File: src/rtl/ds_es_register.sv
// ds_es_register: decode-to-execute pipeline register with single-bubble load-use stall, flush and hold
module ds_es_register #(
   parameter int DWIDTH = 32,
   parameter int AWIDTH = 5,
   parameter int CWIDTH = 16
) (
   input  logic              i_clk,
   input  logic              i_rst,
   input  logic              ds_i_valid,
   input  logic [AWIDTH-1:0] ds_i_addr_rs1,
   input  logic [AWIDTH-1:0] ds_i_addr_rs2,
   input  logic [AWIDTH-1:0] ds_i_addr_rd,
   input  logic              ds_i_use_rs1,
   input  logic              ds_i_use_rs2,
   input  logic [DWIDTH-1:0] ds_i_data_rs1,
   input  logic [DWIDTH-1:0] ds_i_data_rs2,
   input  logic [DWIDTH-1:0] ds_i_imm,
   input  logic [DWIDTH-1:0] ds_i_pc,
   input  logic [3:0]        ds_i_alu_op,
   input  logic              ds_i_regwrite,
   input  logic              ds_i_memread,
   input  logic              ds_i_memwrite,
   input  logic              ds_i_memtoreg,
   input  logic              ds_i_alusrc,
   input  logic              i_flush,
   input  logic              i_hold,
   output logic              ds_es_o_valid,
   output logic [AWIDTH-1:0] ds_es_o_addr_rs1,
   output logic [AWIDTH-1:0] ds_es_o_addr_rs2,
   output logic [AWIDTH-1:0] ds_es_o_addr_rd,
   output logic [DWIDTH-1:0] ds_es_o_data_rs1,
   output logic [DWIDTH-1:0] ds_es_o_data_rs2,
   output logic [DWIDTH-1:0] ds_es_o_imm,
   output logic [DWIDTH-1:0] ds_es_o_pc,
   output logic [3:0]        ds_es_o_alu_op,
   output logic              ds_es_o_regwrite,
   output logic              ds_es_o_memread,
   output logic              ds_es_o_memwrite,
   output logic              ds_es_o_memtoreg,
   output logic              ds_es_o_alusrc,
   output logic              o_stall,
   output logic [CWIDTH-1:0] o_bubble_cnt
);
   typedef enum logic {RUN, BUBBLE} state_t;
   state_t state;
   logic haz, load, kill;
   assign haz = ds_es_o_valid & ds_es_o_memread & (ds_es_o_addr_rd != '0) & ds_i_valid &
                ((ds_i_use_rs1 & (ds_i_addr_rs1 == ds_es_o_addr_rd)) |
                 (ds_i_use_rs2 & (ds_i_addr_rs2 == ds_es_o_addr_rd)));
   assign o_stall = (state == RUN) & haz & ~i_flush & ~i_hold;
   // flush overrides hold; both flush and stall load a bubble
   assign load = i_flush | ~i_hold;
   assign kill = i_flush | o_stall;
   always_ff @(posedge i_clk or negedge i_rst)
      if (!i_rst) begin
         ds_es_o_valid    <= 1'b0;
         ds_es_o_addr_rs1 <= '0;
         ds_es_o_addr_rs2 <= '0;
         ds_es_o_addr_rd  <= '0;
         ds_es_o_data_rs1 <= '0;
         ds_es_o_data_rs2 <= '0;
         ds_es_o_imm      <= '0;
         ds_es_o_pc       <= '0;
         ds_es_o_alu_op   <= '0;
         ds_es_o_regwrite <= 1'b0;
         ds_es_o_memread  <= 1'b0;
         ds_es_o_memwrite <= 1'b0;
         ds_es_o_memtoreg <= 1'b0;
         ds_es_o_alusrc   <= 1'b0;
         o_bubble_cnt     <= '0;
         state            <= RUN;
      end else if (load) begin
         ds_es_o_valid    <= ~kill & ds_i_valid;
         ds_es_o_addr_rs1 <= kill ? '0 : ds_i_addr_rs1;
         ds_es_o_addr_rs2 <= kill ? '0 : ds_i_addr_rs2;
         ds_es_o_addr_rd  <= kill ? '0 : ds_i_addr_rd;
         ds_es_o_data_rs1 <= kill ? '0 : ds_i_data_rs1;
         ds_es_o_data_rs2 <= kill ? '0 : ds_i_data_rs2;
         ds_es_o_imm      <= kill ? '0 : ds_i_imm;
         ds_es_o_pc       <= kill ? '0 : ds_i_pc;
         ds_es_o_alu_op   <= kill ? '0 : ds_i_alu_op;
         // never advertise a write to r0 toward forwarding
         ds_es_o_regwrite <= ~kill & ds_i_regwrite & ds_i_valid & (ds_i_addr_rd != '0);
         ds_es_o_memread  <= ~kill & ds_i_memread & ds_i_valid;
         ds_es_o_memwrite <= ~kill & ds_i_memwrite & ds_i_valid;
         ds_es_o_memtoreg <= ~kill & ds_i_memtoreg;
         ds_es_o_alusrc   <= ~kill & ds_i_alusrc;
         state            <= o_stall ? BUBBLE : RUN;
         if (o_stall && !(&o_bubble_cnt)) o_bubble_cnt <= o_bubble_cnt + 1'b1;
      end
endmodule

File: config.mk
export PLATFORM = sky130hd
export DESIGN_NAME = ds_es_register
export DESIGN_NICKNAME = d
export VERILOG_FILES = /design/src/rtl/ds_es_register.sv
export SDC_FILE = /design/constraint.sdc
export NUM_CORES = 1
export LEC_CHECK = 0
export CAP_MARGIN = 10
export CORE_MARGIN = 1
export CORE_UTILIZATION = 40
export DETAILED_ROUTE_END_ITERATION = 10
export GPL_ROUTABILITY_DRIVEN = 0
export GPL_TIMING_DRIVEN = 0
export PLACE_DENSITY = 0.82
export SYNTH_ARGS = -nofsm -noshare
export SYNTH_HDL_FRONTEND = slang
export SYNTH_SLANG_ARGS = --single-unit
File: constraint.sdc
create_clock -name i_clk -period 2.4 [get_ports i_clk]
set_input_delay 0.36 -clock i_clk [delete_from_list [all_inputs] [get_ports i_clk]]
set_output_delay 0.36 -clock i_clk [all_outputs]
set_load 0.01 [all_outputs]
# Yosys cells after proc, flatten, opt, wreduce, memory -nomap -nowiden
# Cells that the tools add are included.
# totals
regBits	170
inputBits	159
out_inout_bits	170
wordCells	60
# classes
n_addsub	1
n_eq_ne	2
n_mux	9
bitwise	26
reduce_logical	6
# ops
operator	count
two-way mux 32 bit	4
bitwise AND 1 bit	19
adder 16 x 1 -> 16 bit (second input constant)	1
AND reduction 16 bit	1
two-way mux 5 bit	3
== test 5 bit	2
nonzero test 5 bit	2
two-way mux 4 bit	1
inverter 1 bit	4
OR 1 bit	3
AND reduction 2 bit	1
logical AND 1 bit	1
zero test 1 bit	1
two-way mux 1 bit	1

# Logic depth before layout (Yosys ltp)
# Gate-level depths: netlist of the first run.
# depth
ltp_word	12
mapped_depth	7
depth_no_buf	6

# Worst setup path after synthesis of the first run
# Ideal clock, no wire load.
# synth_timing
path_type	input-to-output
startpoint	input port i_hold
endpoint	output port o_stall
arrival_ns	1.689
t_required_ns	2.040
setup_slack_ns	0.351
path_stages	6
n_path_buf	2
path_cell_list	buf_2 > or3b_4 > a211o_1 > nand2b_4 > clkinv_1 > buf_2
# synth_between
elab_chain_len	2
# synth_lines
element	line	rtl
from (decl)	26	input logic i_hold,
inverter 1 bit	50	assign o_stall = (state == RUN) & haz & ~i_flush & ~i_hold;
bitwise AND 1 bit	50	
to (decl)	41	output logic o_stall,
# Every way passes these cells.

# Final worst setup path of the first run
# layout_timing
startpoint	input port ds_i_valid
endpoint	output port o_stall
# layout_between
elab_chain_len	5
# layout_lines
element	line	rtl
from (decl)	9	input logic ds_i_valid,
bitwise AND 1 bit (2 in series)	47	assign haz = ds_es_o_valid & ds_es_o_memread & (ds_es_o_addr_rd != '0) & ds_i_valid &
bitwise AND 1 bit (3 in series)	50	
# Every way passes these cells.

==> impl_metrics.yaml, run 1 <==
outcome:
  status: "complete, no violations"
pwr:
  p_clk_share_pct: 41.0
  p_sw_share_pct: 23.9
  ir_worst_vdd_mv: 0.433
  power.density_nw_per_um2: 630
  comb_power_share_pct: 14.5
  p_leak_nw: 4.51
  seq_power_share_pct: 44.5
  switchingPower_mw: 1.66
  p_int_mw: 5.29
place:
  place_inst: 1043
  hpwl_microns: 15400
  port_buffers: 326
  pre_cts_slack_ps: -966
timing:
  tightest_slew_ps: 739
  layout_worst_path_cycle_share_pct: 98.0
  finalSetupViolCount: 0
  setup_ws_ps: 48.0
  relSlewSlack_pct: 50.7
  min_period_ps: 2350
  report.final.slew_viol_count: 0
  clock_skew_ps: 9.25
  rsz0062_at_grt: "no"
  max_freq_ghz: 0.425
  finalHoldViolCount: 0
grt:
  grtUsageTotal_pct: 24.8
  grt_pass1_vias: 6199
  grt_max_degree: 94
  antenna_found_initial: 0
  overflow: 0
  grt_pass1_wl_microns: 33500
setup_path:
  cp_max_fo: 4
  worstPathArrival_ps: 1990
  crit_type: "in -> out"
  start_kind: "primary input"
  endpoint_kind: "output port"
  worstPathRequired_ps: 2040
  rr_worst_depth: 7
routing:
  drc: 0
  drt_pass1_iterations: 5
  met1_length_microns: 8380
  drt_iter0_markers: 266
  drt-total-wl_microns: 21400
  viasPerCell: 5.58
  highest_layer: "met4"
  dr_wl_met3_microns: 1570
  avgRoutedWirePerCell_microns: 19.8
  wl_met2_microns: 10600
  num_vias: 6011
  ant_nets: 0
clock_tree:
  cts_made_buffers: 17
  clock_sinks: 170
  cts-root-buf: "clkbuf_16"
  clk_path_buf_depth: 2
  cts_tree: "built"
  clock_latency_ps: 420
  ctsHtreeMaxLevel: 4
  cts.clk_slew.worst_paths_ps: 60
floorplan:
  dieArea_sq_um: 17500
  start_util_pct: 41.0
  fp-row-count: 47
  fp.dieW_microns: 132
  io_pins: 329
  die_y_microns: 132
  core_sq_um: 16600
finish:
  stdcell_count: 1077
  nets: 1005
  layout_commonest_cell: "clkdlybuf4s50_1"
  area_delta_synth_final_pct: 62.4
  antenna_cells: 0
  final_cell_mix: "324 x clkdlybuf4s50_1, 170 x dfrtp_1, 136 x a32o_1"
  drive_gt1_share_pct: 7.23
synthesis:
  syn_area_per_cell_sq_um: 13.7
  syn_area_sq_um: 6790
  ys_types: 34
  synth_warnings: 0
  postSynthCellCount: 496
  syn-num-nets: 656
  synth-seq-cells: 170
  seq_area_frac_synth_pct: 62.6
flow_run:
  drv_cap: 0
hold_path:
  hold_depth: 2
  hold_path_class: "in -> reg"
## per-stage QoR
step	hold WS, ps	area [sq um]	utilization, %	total power [mW]	setup TNS [ps]
after floorplan	64.4	6790	-	3.44	0
after global placement	456	10300	62.3	4.12	-1066730
after detailed placement	435	10400	62.5	4.15	-50480
after CTS	152	11000	66.5	7.02	0
after global routing	163	11000	66.5	7.19	0
final	177	11000	66.5	6.95	0
## critical path: stages
cell and delay (ps):
clkdlybuf4s50_1 470, or3b_4 400, a211o_4 310, nand2b_4 180, clkinv_8 60, clkdlybuf4s15_2 210
## path summary, 6_finish.rpt
| check | startpoint | end | slack, ps |
|---|---|---|---|
| setup / recovery | ds_i_valid | o_stall | 50 |
| hold / removal | i_flush | ds_es_o_addr_rs2[4] | 180 |
| setup reg to reg | ds_es_o_addr_rd[2] | o_bubble_cnt[5] | 250 |
| hold reg to reg | ds_es_o_addr_rs1[4] | ds_es_o_addr_rs1[4] | 480 |
| max in group asynchronous | i_rst | ds_es_o_imm[21] | 1020 |
| min in group asynchronous | i_rst | o_bubble_cnt[10] | 550 |
## per-layer routing
| metal | vias up | track usage [%] |
|---|---|---|
| met5 | - | 0 |
| met4 | 0 | 11.8 |
| met3 | 50 | 7.19 |
| met2 | 266 | 41.3 |
| met1 | 3022 | 29.5 |
| li1 | 2673 | - |
## logic make-up after synthesis
group / share of synthesized area [%]
DFF: 62.6
AOI/OAI and AO/OA: 22.5
and+or+nand+nor: 5.88
buffers and inverters: 5.47
xor gates and xnor gates: 2.97
muxes: 0.332
adders and majority gates: 0.184
## what timing repair did
action,CTS,global route
pin swaps,1,1
hold endpoints to repair,72,0
gates resized for setup,9,0
setup endpoints to repair,103,1
buffers inserted,3,0
hold buffers,1,0
## Yosys cell counts
library cell,instances,area share (%)
and2_1,2,0.18
nor4_1,1,0.092
a31oi_1,1,0.092
dfrtp_1,170,63
a311oi_1,1,0.13
a32o_1,136,20
o31ai_1,1,0.11
nand3_1,8,0.59
nand2_1,28,1.5
and4_1,2,0.26
nand2b_1,1,0.092
nand4_1,9,0.83
nand2b_4,1,0.20
o41ai_1,10,1.3
nand4b_1,1,0.13
clkbuf_1,35,1.9
or4_1,2,0.22
clkinv_1,1,0.055
buf_2,3,0.22
o22ai_1,1,0.092
inv_1,11,0.61
nor2_1,5,0.28
and3_1,3,0.28
ha_1,1,0.18
xnor2_1,23,3.0
nor3_1,1,0.074
o21ai_0,7,0.52
nor2b_1,3,0.28
a21oi_1,2,0.15
a211o_1,1,0.13
buf_6,16,2.7
mux2_2,2,0.33
nand3b_1,6,0.66
or3b_4,1,0.17
## sequential cells by signal, indices dropped and copies added (netlist names)
signal	count
ds_es_o_addr_rd	5
ds_es_o_addr_rs1	5
ds_es_o_addr_rs2	5
ds_es_o_alu_op	4
ds_es_o_alusrc	1
ds_es_o_data_rs1	32
ds_es_o_data_rs2	32
ds_es_o_imm	32
ds_es_o_memread	1
ds_es_o_memtoreg	1
ds_es_o_memwrite	1
ds_es_o_pc	32
ds_es_o_regwrite	1
ds_es_o_valid	1
o_bubble_cnt	16
state	1
## cell type report
cell class / instances / area, sq um
Buffer: 53 / 322
Clock buffer: 18 / 439
Clock inverter: 13 / 166
Fill cell: 1253 / 5550
Inverter: 12 / 57.6
Multi-Input combinational cell: 260 / 2190
Sequential cell: 170 / 4250
Tap cell: 220 / 275
Timing Repair Buffer: 331 / 3330
## power groups by stage
stage,sequential (mW),clock [mW],combinational [mW]
final,3.09,2.85,1.01
after global routing,3.11,3.01,1.07
after CTS,3.09,2.92,1.02
after detailed placement,3.14,0,1.00
after global placement,3.14,0,0.984
after floorplan,3.21,0,0.233
No activity file was read; power rests on OpenSTA's default activity.
==> inputs of run 2 (changes only) <==
Settings changed: CORE_ASPECT_RATIO from default to 0.75, CORE_UTILIZATION 40 to 41, PLACE_DENSITY 0.82 to 0.84, TNS_END_PERCENT from default to 10.
==> run 2 against run 1 <==
- die area is 2.4% lower
- critical path depth stayed put
- non-clock buffer count stayed put
- fmax hardly changed
- sequential share of layout area is 0.061 points higher
- sequential power hardly changed
- clock-buffer cell count is 1 higher
- critical path type unchanged
==> impl_metrics.yaml, run 2 (synthesis gave the netlist of run 1 again) <==
outcome:
  status: "complete, no violations"
setup_path:
  path_cells: "clkdlybuf4s50_1 -> or3b_4 -> a211o_4 -> nand2b_4 -> clkinv_8 -> clkdlybuf4s15_2"
  r2r_slack_ps: 310
  worstPathRequired_ps: 2040
  slowest_stage: "clkdlybuf4s50_1"
  slowest_delay_ps: 470
  cp_max_fo: 4
  worstPathArrival_ps: 1990
  crit_type: "in -> out"
  start_kind: "primary input"
  rr_worst_depth: 7
  endpoint_kind: "output port"
pwr:
  ir_worst_vdd_mv: 0.430
  power.density_nw_per_um2: 626
  totalPowerFinal_mw: 6.90
  p_leak_nw: 4.51
clock_tree:
  cts_made_buffers: 17
  cts.clk_slew.worst_paths_ps: 70
  cts_tree: "built"
  cts-root-buf: "clkbuf_16"
  clk_path_buf_depth: 2
  clock_sinks: 170
  ctsHtreeMaxLevel: 4
  clock_latency_ps: 420
floorplan:
  io_pins: 329
  die_y_microns: 113
  fp.dieW_microns: 151
  start_util_pct: 42.2
  core_sq_um: 16100
  fp-row-count: 40
  dieArea_sq_um: 17100
timing:
  rsz0062_at_grt: "no"
  max_freq_ghz: 0.425
  tightest_slew_ps: 739
  clock_skew_ps: 12.7
  report.final.slew_viol_count: 0
  layout_worst_path_cycle_share_pct: 98.0
  finalHoldViolCount: 0
  relSlewSlack_pct: 50.7
  min_period_ps: 2350
  finalSetupViolCount: 0
grt:
  grt_pass1_wl_microns: 33100
  antenna_found_initial: 0
  overflow: 0
  grtUsageTotal_pct: 25.5
  grt_pass1_vias: 6010
  grt_max_degree: 100
flow_run:
  drv_cap: 0
place:
  hpwl_microns: 16000
  port_buffers: 326
  place_inst: 1033
routing:
  drc: 0
  met1_length_microns: 9150
  dr_wl_met3_microns: 1650
  avgRoutedWirePerCell_microns: 20.6
  ant_nets: 0
  drt_iter0_markers: 322
  viasPerCell: 5.58
  num_vias: 5963
  drt_pass1_iterations: 5
  highest_layer: "met4"
  drt-total-wl_microns: 22100
  wl_met2_microns: 10800
finish:
  drive_gt1_share_pct: 7.23
  fillers: 1188
  area_delta_synth_final_pct: 62.2
  stdcell_count: 1068
  nets: 1005
  layout_commonest_cell: "clkdlybuf4s50_1"
  antenna_cells: 0
  final_cell_mix: "324 x clkdlybuf4s50_1, 170 x dfrtp_1, 136 x a32o_1"
hold_path:
  hold_depth: 2
  hold_path_class: "in -> reg"
-- run 2: cell types whose count changed in the layout (fill, tap and decap cells not counted), sizes merged --
cell,delta
clkinvlp,-2
bufinv,-1
clkbuf,+1
clkinv,+3
-- run 2: metrics by stage --
step	util, %	setup WS, ps	hold WS [ps]	cell area, sq um	setup TNS [ps]
floorplan	-	351	64.4	6790	0
global placement	64.0	-5950	458	10300	-1057510
detailed placement	64.2	-956	361	10400	-50340
CTS	68.3	30.2	144	11000	0
global route	68.4	6.53	145	11000	0
finish	68.4	46.9	160	11000	0
-- run 2: cell type report --
cell class | instances | area, sq um | share of cell area (%)
multi-input combinational | 260 | 2190 | 19.9
clock buffer | 19 | 443 | 4.02
clock inverter | 13 | 158 | 1.43
timing repair buffer | 331 | 3330 | 30.2
inverter | 12 | 57.6 | 0.522
sequential | 170 | 4250 | 38.6
buffer | 53 | 322 | 2.92
tap | 210 | 263 | 2.39
-- run 2: worst paths after layout --
path	startpoint	endpoint
max in group asynchronous	i_rst	ds_es_o_addr_rd[4]
setup reg to reg	ds_es_o_addr_rd[2]	o_bubble_cnt[5]
hold reg to reg	ds_es_o_regwrite	ds_es_o_regwrite
min in group asynchronous	i_rst	ds_es_o_pc[7]
setup / recovery	ds_i_valid	o_stall
hold / removal	i_flush	ds_es_o_addr_rs2[4]
-- run 2: routing by layer --
metal / vias up / global-route usage, %
met1: 3012 / 32.5
li1: 2675 / -
met4: 0 / 8.20
met3: 30 / 6.84
met2: 246 / 42.5
met5: - / 0
-- run 2: repair_timing --
item / 4_1_cts / 5_1_grt
setup endpoints to repair: 9 / 1
gates resized for setup: 9 / 0
hold endpoints to repair: 71 / 0
buffers inserted: 2 / 1
hold buffers: 1 / 0
pin swaps: 2 / 1
-- run 2: critical path: cells and delay by family --
kind,cells,cell delay (ps)
simple gates,2,590
compound gates,1,320
buf+inv,3,730
-- run 2: power breakdown --
group / switching (mW) / leakage (nW) / internal [mW]
registers: 0.0886 / 2.27 / 3.01
logic: 0.408 / 1.94 / 0.605
clock network: 1.19 / 0.291 / 1.59
